==> src/rtl/tug_playfield.sv <==
// rtl/tug_playfield.sv - N-light tug-of-war playfield with win detection
//
// One lit position moves left (L) or right (R) on single-cycle press pulses.
// Pushing the light off either end latches the winner until newRound.
//
// Ports:
//   clk       in   1        system clock, all state updates on posedge
//   Reset     in   1        asynchronous active-high reset
//   L         in   1        left-player press pulse
//   R         in   1        right-player press pulse
//   newRound  in   1        re-centre pulse, also leaves a win state
//   lights    out  N        one-hot position in PLAY, all-zero after a win
//   winL      out  1        high while left player has won
//   winR      out  1        high while right player has won
//   scoreL    out  SCORE_W  saturating left win count (TUG_SCORE_EN only)
//   scoreR    out  SCORE_W  saturating right win count (TUG_SCORE_EN only)
//
// Build option: define TUG_SCORE_EN to add the score ports and counters.

module tug_playfield #(
  parameter int N       = 9,
  parameter int SCORE_W = 3
) (
  input  logic         clk,
  input  logic         Reset,
  input  logic         L,
  input  logic         R,
  input  logic         newRound,
  output logic [N-1:0] lights,
  output logic         winL,
  output logic         winR
`ifdef TUG_SCORE_EN
  ,
  output logic [SCORE_W-1:0] scoreL,
  output logic [SCORE_W-1:0] scoreR
`endif
);

  localparam int            PW     = $clog2(N);
  localparam logic [PW-1:0] CENTRE = PW'(N / 2);
  localparam logic [PW-1:0] LAST   = PW'(N - 1);
  localparam logic [N-1:0]  ONE    = N'(1);

  // Illegal configurations elaborate an empty marker block; the logic below
  // assumes at least three lights and a non-empty score counter.
  if (N < 3 || SCORE_W < 1) begin : g_illegal_params
  end

  typedef enum logic [1:0] {
    PLAY  = 2'd0,
    WIN_L = 2'd1,
    WIN_R = 2'd2
  } state_t;

  state_t        state, state_nx;
  logic [PW-1:0] pos, pos_nx;
  logic [N-1:0]  lights_nx;

  always_ff @(posedge clk or posedge Reset) begin
    if (Reset) begin
      state  <= PLAY;
      pos    <= CENTRE;
      lights <= ONE << CENTRE;
      winL   <= 1'b0;
      winR   <= 1'b0;
    end else begin
      state  <= state_nx;
      pos    <= pos_nx;
      lights <= lights_nx;
      winL   <= (state_nx == WIN_L);
      winR   <= (state_nx == WIN_R);
    end
  end

  always_comb begin
    state_nx = state;
    pos_nx   = pos;
    case (state)
      PLAY: begin
        if (newRound) begin
          pos_nx = CENTRE;
        end else if (L && !R) begin
          if (pos != LAST) pos_nx = pos + PW'(1);
          else             state_nx = WIN_L;
        end else if (R && !L) begin
          if (pos != '0) pos_nx = pos - PW'(1);
          else           state_nx = WIN_R;
        end
      end
      WIN_L, WIN_R: begin
        if (newRound) begin
          state_nx = PLAY;
          pos_nx   = CENTRE;
        end
      end
      default: begin
        state_nx = PLAY;
        pos_nx   = CENTRE;
      end
    endcase
    // Lights mirror the next state so they stay registered with it.
    lights_nx = (state_nx == PLAY) ? (ONE << pos_nx) : '0;
  end

`ifdef TUG_SCORE_EN
  logic win_l_edge, win_r_edge;

  assign win_l_edge = (state == PLAY) && (state_nx == WIN_L);
  assign win_r_edge = (state == PLAY) && (state_nx == WIN_R);

  // Counters only clear on Reset; newRound keeps the running match score.
  always_ff @(posedge clk or posedge Reset) begin
    if (Reset) begin
      scoreL <= '0;
      scoreR <= '0;
    end else begin
      if (win_l_edge && scoreL != '1) scoreL <= scoreL + SCORE_W'(1);
      if (win_r_edge && scoreR != '1) scoreR <= scoreR + SCORE_W'(1);
    end
  end
`endif

endmodule

==> config.mk <==
export PLATFORM = sky130hd
export DESIGN_NAME = tug_playfield
export DESIGN_NICKNAME = d
export VERILOG_FILES = /design/src/rtl/tug_playfield.sv
export SDC_FILE = /design/constraint.sdc
export NUM_CORES = 1
export LEC_CHECK = 0
export ABC_AREA = 1
export BUFFER_PORTS_ARGS = -buffer_cell sky130_fd_sc_hd__buf_2
export CORE_MARGIN = 3
export CORE_UTILIZATION = 61
export CTS_BUF_LIST = sky130_fd_sc_hd__clkbuf_4
export CTS_CLUSTER_DIAMETER = 50
export DETAILED_ROUTE_END_ITERATION = 10
export HOLD_SLACK_MARGIN = 0.06
export PLACE_DENSITY = 0.85
export SYNTH_ARGS = -nofsm -noshare
export SYNTH_HDL_FRONTEND = slang
export SYNTH_SLANG_ARGS = --single-unit
==> constraint.sdc <==
create_clock -name clk -period 2.35 [get_ports clk]
set_input_delay 0.47 -clock clk [delete_from_list [all_inputs] [get_ports clk]]
set_output_delay 0.47 -clock clk [all_outputs]
set_load 0.05 [all_outputs]
# After elaboration in Yosys (flattened, before gate mapping)
# Index checks and enable logic that the tools add are counted.
# word_totals
register_bits	17
in_bits	5
out_inout_bits	11
# classes
addsub	2
n_eq_ne	5
shifts	1
n_mux	15
n_reduce_logical	8
# ops
cell	n
2-to-1 mux 4 bit	6
2-to-1 mux 2 bit	6
2-to-1 mux 9 bit	1
left shift 1 x 4 -> 9 bit, first input constant	1
one-hot mux 4 bit (2 select lines)	1
adder 4 x 1 -> 4 bit, second input constant	1
equality test 2 x 1 -> 1 bit, second input constant	2
equality test 2 bit, second input constant	2
logical NOT 2 bit	2
inequality test 4 bit, second input constant	1
one-hot mux 2 bit (2 select lines)	1
nonzero test 4 bit	1
subtractor 4 x 1 -> 4 bit, second input constant	1
logical AND 1 bit	2
logical NOT 1 bit	2
OR reduction 2 bit	1

# Logic depth before layout (Yosys ltp)
# Gate-level depths: netlist (run 1).
# logic_depth
word_depth	8
depth_mapped	12

# Worst setup path before layout (run 1)
# No wires, ideal clock.
# synth_path
path_type	flip-flop to flip-flop
from	reg pos[0]
to	reg lights[1]
setup_ns	0.116
t_arrival_ns	1.404
setup_slack_ns	0.829
path_stages_with_launch	12
n_path_buf	0
period_less_slack_ns	1.521
cell_sequence	dfrtp_1 -> inv_1 -> ha_1 -> nand3_2 -> o21ai_0 -> nand2_1 -> nand2_1 -> nand2_1 -> nand2_2 -> nor2_1 -> nand2_1 -> nor2_1
# synth_between
elab_chain_cells	8
elab_cells_between_ends	20
cone_classes	2 x add/sub; 1 x eq/ne; 1 x shift; 14 x mux; 2 x reduce/logical
# synth_rtl
item	line_no	rtl
from (decl)	56	logic [PW-1:0] pos, pos_nx;
from (signal assigned)	68	pos <= pos_nx;
subtractor 4 x 1 -> 4 bit / nonzero test 4 bit (equally long branches)	86	if (pos != '0) pos_nx = pos - PW'(1);
2-to-1 mux 4 bit	86	
2-to-1 mux 4 bit	85	end else if (R && !L) begin
2-to-1 mux 4 bit *	82	end else if (L && !R) begin
2-to-1 mux 4 bit *	80	if (newRound) begin
one-hot mux 4 bit (2 select lines) *	78	case (state)
named net pos_nx[2]	56	
left shift 1 x 4 -> 9 bit *	102	lights_nx = (state_nx == PLAY) ? (ONE << pos_nx) : '0;
2-to-1 mux 9 bit *	102	
named net lights_nx[1]	57	logic [N-1:0] lights_nx;
to (signal assigned)	63	lights <= ONE << CENTRE;
to (signal assigned)	69	lights <= lights_nx;
to (decl)	29	output logic [N-1:0] lights,
# Mark *: on every way through the listed nets, which the timed path passes. The rest lies on a longest branch.

# Worst setup path in the final report (run 1)
# layout_path
from	reg pos[0]
to	reg lights[3]
# Same word-level chain as after synthesis.

==> metrics.txt, run 1 <==
initial antenna violation count=0; clock skew=between 0.005 and 0.006 ns; RSZ-0062 raised after global routing=false; Pwr Total=~1.3 mW; Slew @ Worst Pin=0.582 ns; total gr overflow=0; P_leak=0.691 nW; CTS tree=done; Core Area=approximately 1400 um2; worst-path fanout max=6; Core Rows=13; Worst Setup End Kind=register; Post-Place Worst Slack=about 0.53 ns; pin count of the biggest net entering global routing=18; fillers=114; HP Class=in2async; fin crit period=1.85 ns; Post-Syn Instances=138; ANT cells=0; I/O Pins=16; Final period util=roughly four fifths; setup ws final=between 0.4 and 0.5 ns; max frequency=roughly 540 MHz; Synth warnings=0; Hold Buf Count CTS=0; die outline width=46.2 um; Synth Net Count=147; status=complete, no violations; mean post-synth cell area=between 7 and 8 um2; DRT iter0 DRCs=27; Inserted Clock Buffers=3; CTS sink cnt=17; clock root buffer=clkbuf_4; Max-Cap Viols=0; Initial Utilization=between 70% and 80%; number of global-route vias before repair=slightly above 800; Vias/cell=5.23; Crit. Startpoint=pos[0]$_DFF_PP0_; Final Max Tran Viols=0; most frequent cells in the layout=44 x nand2_1, 19 x inv_1, 18 x nor2_1; Rel. slew slack=61.2%; Data required, critical path=about 2.6 ns; drt pass-1 iters=4; DRC=0; VDD IR max=just under 0.0008 V; share of cells above drive strength 1=between 20 and 25%; placed instance area=approximately 1100 um2; Final TNS setup=0 ns; pwr/cell area=~1200 nW/um2; DR WL/cell=~11 um; Finish-stage setup viols=0; worst skew pair latency=just under 0.3 ns; critical path class=reg2reg; final hold violation count=0; PostCTS Resize Cnt=0; gr usage total=a little over a fifth; synthesized cell area=between 900 and 1000 um2; I/O Buffers=15; via count=approximately 900; Final Instance Area=1090 um2; hold_ws=between 0.2 and 0.25 ns; hpwl dp=approximately 1500 um; DIE AREA=about 2100 um2; Die Height=about 46 um; Post-CTS Setup Inserts=0; Startpoint Class=register; H-tree depth=1; CTS clock-pin slew for the worst setup and hold paths=~0.10 ns; GP Congestion=between 0.8 and 0.9; critical register-to-register path startpoint=pos[0]$_DFF_PP0_; Final nets=166; sequential area share after synthesis=43.5%; routed wire length=1920 um; leading cell type in the layout, fill and taps excluded=nand2_1; Layout Area Growth over Synthesis=11.2%; Synth Register Bits=17; Worst EP arrival=around 2.1 ns; Unique masters post-synth=17; Final ANT Viol Nets=0; CTS max path bufs=2; first-pass GRT wire length=3220 um
==> per-stage QoR <==
| stage | cells | utilization [%] |
|---|---|---|
| floorplan | 138 | - |
| global placement | 167 | 76.3 |
| detailed placement | 167 | 76.3 |
| CTS | 171 | 78.3 |
| global route | 171 | 78.3 |
| finish | 171 | 78.3 |
==> worst paths after layout <==
check,end,slack [ns],depth (start not counted)
hold reg to reg,state[1]$_DFF_PP0_,0.74,4
hold / removal,lights[6]$_DFF_PP0_,0.22,2
min in group clk,pos[2]$_DFF_PP1_,0.61,5
setup / recovery,lights[3]$_DFF_PP0_,0.50,12
setup reg to reg,lights[3]$_DFF_PP0_,0.50,12
max in group asynchronous,pos[3]$_DFF_PP0_,1.75,2
==> cells in the mapped netlist (all sizes together) <==
cell   instances  area, um2
a21oi          2       10.0
buf            1       11.3
dfrtp         15        375
dfstp          2       52.6
ha             4       50.1
inv           25       93.8
nand2         49        196
nand3         14       80.1
nand4          2       12.5
nor2          19       73.8
o21ai          4       20.0
xnor2          1       8.76
==> flip-flops by register name (all words and copies together) (netlist names) <==
name / count
winR: 1
state: 2
pos: 4
winL: 1
lights: 9
==> layer usage <==
metal	vias up	GRT usage, %	routed length [um]
li1	454	-	-
met1	421	26.0	871
met2	15	33.8	937
met3	5	5.86	87
met4	0	9.66	24
met5	-	0	0
==> critical path: stages (launching register included) <==
cell,delay [ns]
dfrtp_1,0.46
inv_1,0.15
ha_1,0.29
nand3_2,0.15
nand2_2,0.11
nand2_1,0.06
nand2_1,0.05
nand2_1,0.05
nand2_1,0.07
nand2_2,0.09
nor2_1,0.11
nand2_1,0.10
nor2_1,0.11
==> layout make-up <==
type,count,area [um2],share of cell area (%)
flip-flops and latches,17,428,39.1
multi-input cells,95,452,41.3
well taps,15,18.8,1.71
clock buffers,3,22.5,2.06
inverters,25,93.8,8.57
repair buffers,15,75.1,6.86
clock inverters,1,5.00,0.457
==> power by group <==
group	total (mW)	internal (mW)	switching [mW]	leakage, nW
clock	0.154	0.0634	0.0901	0.0177
combinational	0.715	0.199	0.517	0.447
sequential	0.452	0.384	0.0673	0.226
total	1.32	0.646	0.674	0.691
==> logic make-up after synthesis <==
logic type / after synthesis / share of synthesized area [%]
xor gates and xnor gates: 1 / 0.890
AOI/OAI and AO/OA: 6 / 3.05
and+or+nand+nor: 84 / 36.8
DFF: 17 / 43.5
adders and majority gates: 4 / 5.08
buffers and inverters: 26 / 10.7
(Power assumes the default switching activity.)
==> run 2, diff against run 1 <==
- ABC_AREA: 1 -> 0
- CORE_UTILIZATION: 61 -> 57
- PLACE_DENSITY: 0.85 -> 0.8
- clock period: 2.35 -> 1.8 ns (I/O delays scaled with it)
==> run 2 against run 1 <==
Against the previous run:
- the flow now finishes with violations (setup timing)
- sequential power rose by 30%
- worst hold slack got worse by 0.083 ns
- die area rose by 9.2%
- critical endpoint is now lights[8]$_DFF_PP0_
- largest cell class unchanged
- largest power group unchanged
==> metrics.txt, run 2 <==
status=finished, violations left (was complete, no violations); failing checks=setup timing; DRC=0 (unchanged); Worst EP arrival=2.27 ns (was 2.08 ns); combinational share of power=68.4% (was 54.2%); initial antenna violation count=0 (unchanged); Post-Place Worst Slack=-0.150 ns (was 0.529 ns); synthesized cell area=1020 um2 (was 985 um2); Final nets=153 (was 166); largest reg by FF count=lights (unchanged); via count=1015 (was 895); P_leak=0.683 nW (was 0.691 nW); I/O Buffers=15 (unchanged); Slew @ Worst Pin=0.620 ns (was 0.582 ns); CTS tree=done (unchanged); die outline width=48.2 um (was 46.2 um); gr usage total=25.3% (was 21.1%); number of global-route vias before repair=931 (was 822); drt pass-1 iters=4 (unchanged); Area contributors post-synth=dfrtp_1 37%, dfstp_2 5.2%, ha_1 4.9%, inv_1 3.7%, nor2_1 3.7% (was dfrtp_1 38%, nand2_1 17%, inv_1 7.2%, nor2_1 6.9%, nand3_1 6.1%); Yosys top cell area share=36.9% (was 38.1%); H-tree depth=1 (unchanged); Inserted Clock Buffers=3 (unchanged); DR WL/cell=18.3 um (was 11.2 um); Vias/cell=6.08 (was 5.23); Core Rows=14 (was 13); worst skew pair latency=0.28 ns (was 0.29 ns); clock root buffer=clkbuf_4 (unchanged); crit path buf inv count=1 (unchanged); GP Congestion=0.926 (was 0.819); share of cells above drive strength 1=45.5% (was 22.4%); fin crit period=2.08 ns (was 1.85 ns); Layout Area Growth over Synthesis=37.0% (was 11.2%); worst-path fanout max=5 (was 6); post-synthesis mux area share=1.97% (was 0%); Synth Area in Adders=4.92% (was 5.08%); CTS clock-pin slew for the worst setup and hold paths=0.09 ns (was 0.10 ns); Worst Setup End Kind=register (unchanged); internal power=1.33 mW (was 646 uW); P_sw=1.19 mW (was 674 uW); most frequent cells in the layout=19 x buf_4, 15 x buf_2, 15 x dfrtp_1 (was 44 x nand2_1, 19 x inv_1, 18 x nor2_1); critical path class=reg2reg (unchanged); max reg flops=9 (unchanged); pin count of the biggest net entering global routing=18 (unchanged); XOR/XNOR Fraction of Synth Area=0.861% (was 0.889%); RSZ-0062 raised after global routing=true (was false); Clock Power Share=8.4% (was 11.6%); VDD IR max=0.00112 V (was 0.000771 V); max frequency=480 MHz (was 540 MHz); post-synth top area cell=dfrtp_1 (unchanged); critical path's largest stage delay=0.37 ns (was 0.46 ns); Die Height=48.2 um (was 46.2 um); Unique masters post-synth=43 (was 17); Synth Register Bits=17 (unchanged); sequential area share after synthesis=42.1% (was 43.5%); Startpoint Class=register (unchanged); Data required, critical path=1.98 ns (was 2.58 ns); Synth Net Count=116 (was 147); DIE AREA=2330 um2 (was 2130 um2); Final period util=116% (was 78.7%); CP top delay family=simple AND/OR/NAND/NOR gates (unchanged); Reg power frac=23.3% (was 34.2%); placed instance area=1300 um2 (was 1070 um2); mean post-synth cell area=9.51 um2 (was 7.14 um2); HP Class=in2async (unchanged); biggest regs=lights: 9 flops, pos: 4 flops, state: 2 flops (unchanged); sequence of cells on the critical path=inv_2 > ha_4 > nor3b_4 > or3_4 > a31oi_1 > a211oi_4 > o21bai_4 > nor3_1 (was inv_1 > ha_1 > nand3_2 > nand2_2 > nand2_1 > nand2_1 > nand2_1 > nand2_1 > nand2_2 > nor2_1 > nand2_1 > nor2_1); CTS max path bufs=2 (unchanged); first-pass GRT wire length=4120 um (was 3220 um); Final TNS setup=-1.46 ns (was 0 ns); ys flop type=dfrtp_1 (unchanged); most frequent cell after synthesis=dfrtp_1 (was nand2_1); CTS sink cnt=17 (unchanged); Post-Syn Instances=107 (was 138); Worst R2R Setup Slack=-0.28 ns (was 0.50 ns); Synth top cells by count=15 x dfrtp_1, 10 x inv_1, 10 x nor2_1 (was 44 x nand2_1, 19 x inv_1, 18 x nor2_1); I/O Pins=16 (unchanged); DRT iter0 DRCs=89 (was 27); clock skew=0.00500 ns (was 0.00502 ns); Switching Share=47.2% (was 51.1%); Max-Cap Viols=0 (unchanged); Final ANT Viol Nets=0 (unchanged); leading cell type in the layout, fill and taps excluded=buf_4 (was nand2_1); hpwl dp=1970 um (was 1520 um); Synth warnings=0 (unchanged); CP max-delay cell=dfrtp_1 (unchanged); pwr/cell area=1810 nW/um2 (was 1210 nW/um2); Compound-Gate Fraction of Synth Area=18.6% (was 3.05%); Finish-stage setup viols=9 (was 0); number of flops mapped to enable cells by yosys=0 (unchanged); setup ws final=-0.285 ns (was 0.500 ns); asr flop ratio synth=100% (unchanged); routed wire length=3050 um (was 1920 um); Synth Area in Simple Gates=25.7% (was 36.8%); Final Max Tran Viols=0 (unchanged); Rel. slew slack=58.6% (was 61.2%); Initial Utilization=63.8% (was 70.4%); main combinational cell family by area after synthesis=simple AND/OR/NAND/NOR gates (unchanged); Core Area=1590 um2 (was 1400 um2); total gr overflow=0 (unchanged); hold_ws=0.136 ns (was 0.219 ns); final hold violation count=0 (unchanged); Final Instance Area=1390 um2 (was 1090 um2); ANT cells=0 (unchanged)
[run 2: timing repair]
action	4_1_cts	5_1_grt
hold buffers	0	0
setup buffers	0	1
gates resized for setup	1	13
setup endpoints to repair	9	12
pin swaps	1	12
[run 2: cells by family (layout without fill, tap and decap cells)]
group / after synthesis / count (layout)
adder cells (fa/ha/maj): 4 / 4
XOR/XNOR: 1 / 1
AO/OA/AOI/OAI: 22 / 22
flip-flops: 17 / 17
buffers and inverters: 14 / 50
AND/OR/NAND/NOR: 47 / 47
multiplexers: 2 / 2
[run 2: cell type report]
cell class                 instances  area, um2
fill                              77        200
clock buffer                       4       30.0
tap                               24       30.0
inverter                          11       41.3
multi-input combinational         76        627
timing repair buffer              35        238
sequential                        17        428
[run 2: power by group through the flow]
stage	clock (mW)	sequential [mW]	combinational (mW)
2_1_floorplan	0	0.812	0.779
3_3_place_gp	0	0.586	1.43
3_5_place_dp	0	0.593	1.48
4_1_cts	0.213	0.585	1.51
5_1_grt	0.224	0.605	1.81
6_report	0.211	0.587	1.72
[run 2: routing by layer]
metal	global-route usage, %	part of all wire (%)	wire (um)	up-vias
met1	33.3	38	1160	479
met2	41.1	50	1520	74
met5	0	0	0	-
met3	5.54	7.7	234	17
met4	8.06	4.8	146	0
li1	-	-	-	445
[run 2: path summary, 6_finish.rpt]
kind | startpoint | endpoint | depth (start not counted)
min in group clk | L | pos[0]$_DFF_PP0_ | 4
setup reg to reg | pos[0]$_DFF_PP0_ | lights[8]$_DFF_PP0_ | 8
hold reg to reg | pos[0]$_DFF_PP0_ | pos[0]$_DFF_PP0_ | 3
max in group asynchronous | Reset | lights[5]$_DFF_PP0_ | 2
hold / removal | Reset | state[1]$_DFF_PP0_ | 2
setup / recovery | pos[0]$_DFF_PP0_ | lights[8]$_DFF_PP0_ | 8
[run 2: through the flow]
stage	cells	total power, mW	util [%]
after floorplan	107	1.59	-
after global placement	162	2.01	81.3
after detailed placement	162	2.07	81.3
after CTS	166	2.31	83.7
after global routing	167	2.64	87.4
final	167	2.52	87.4
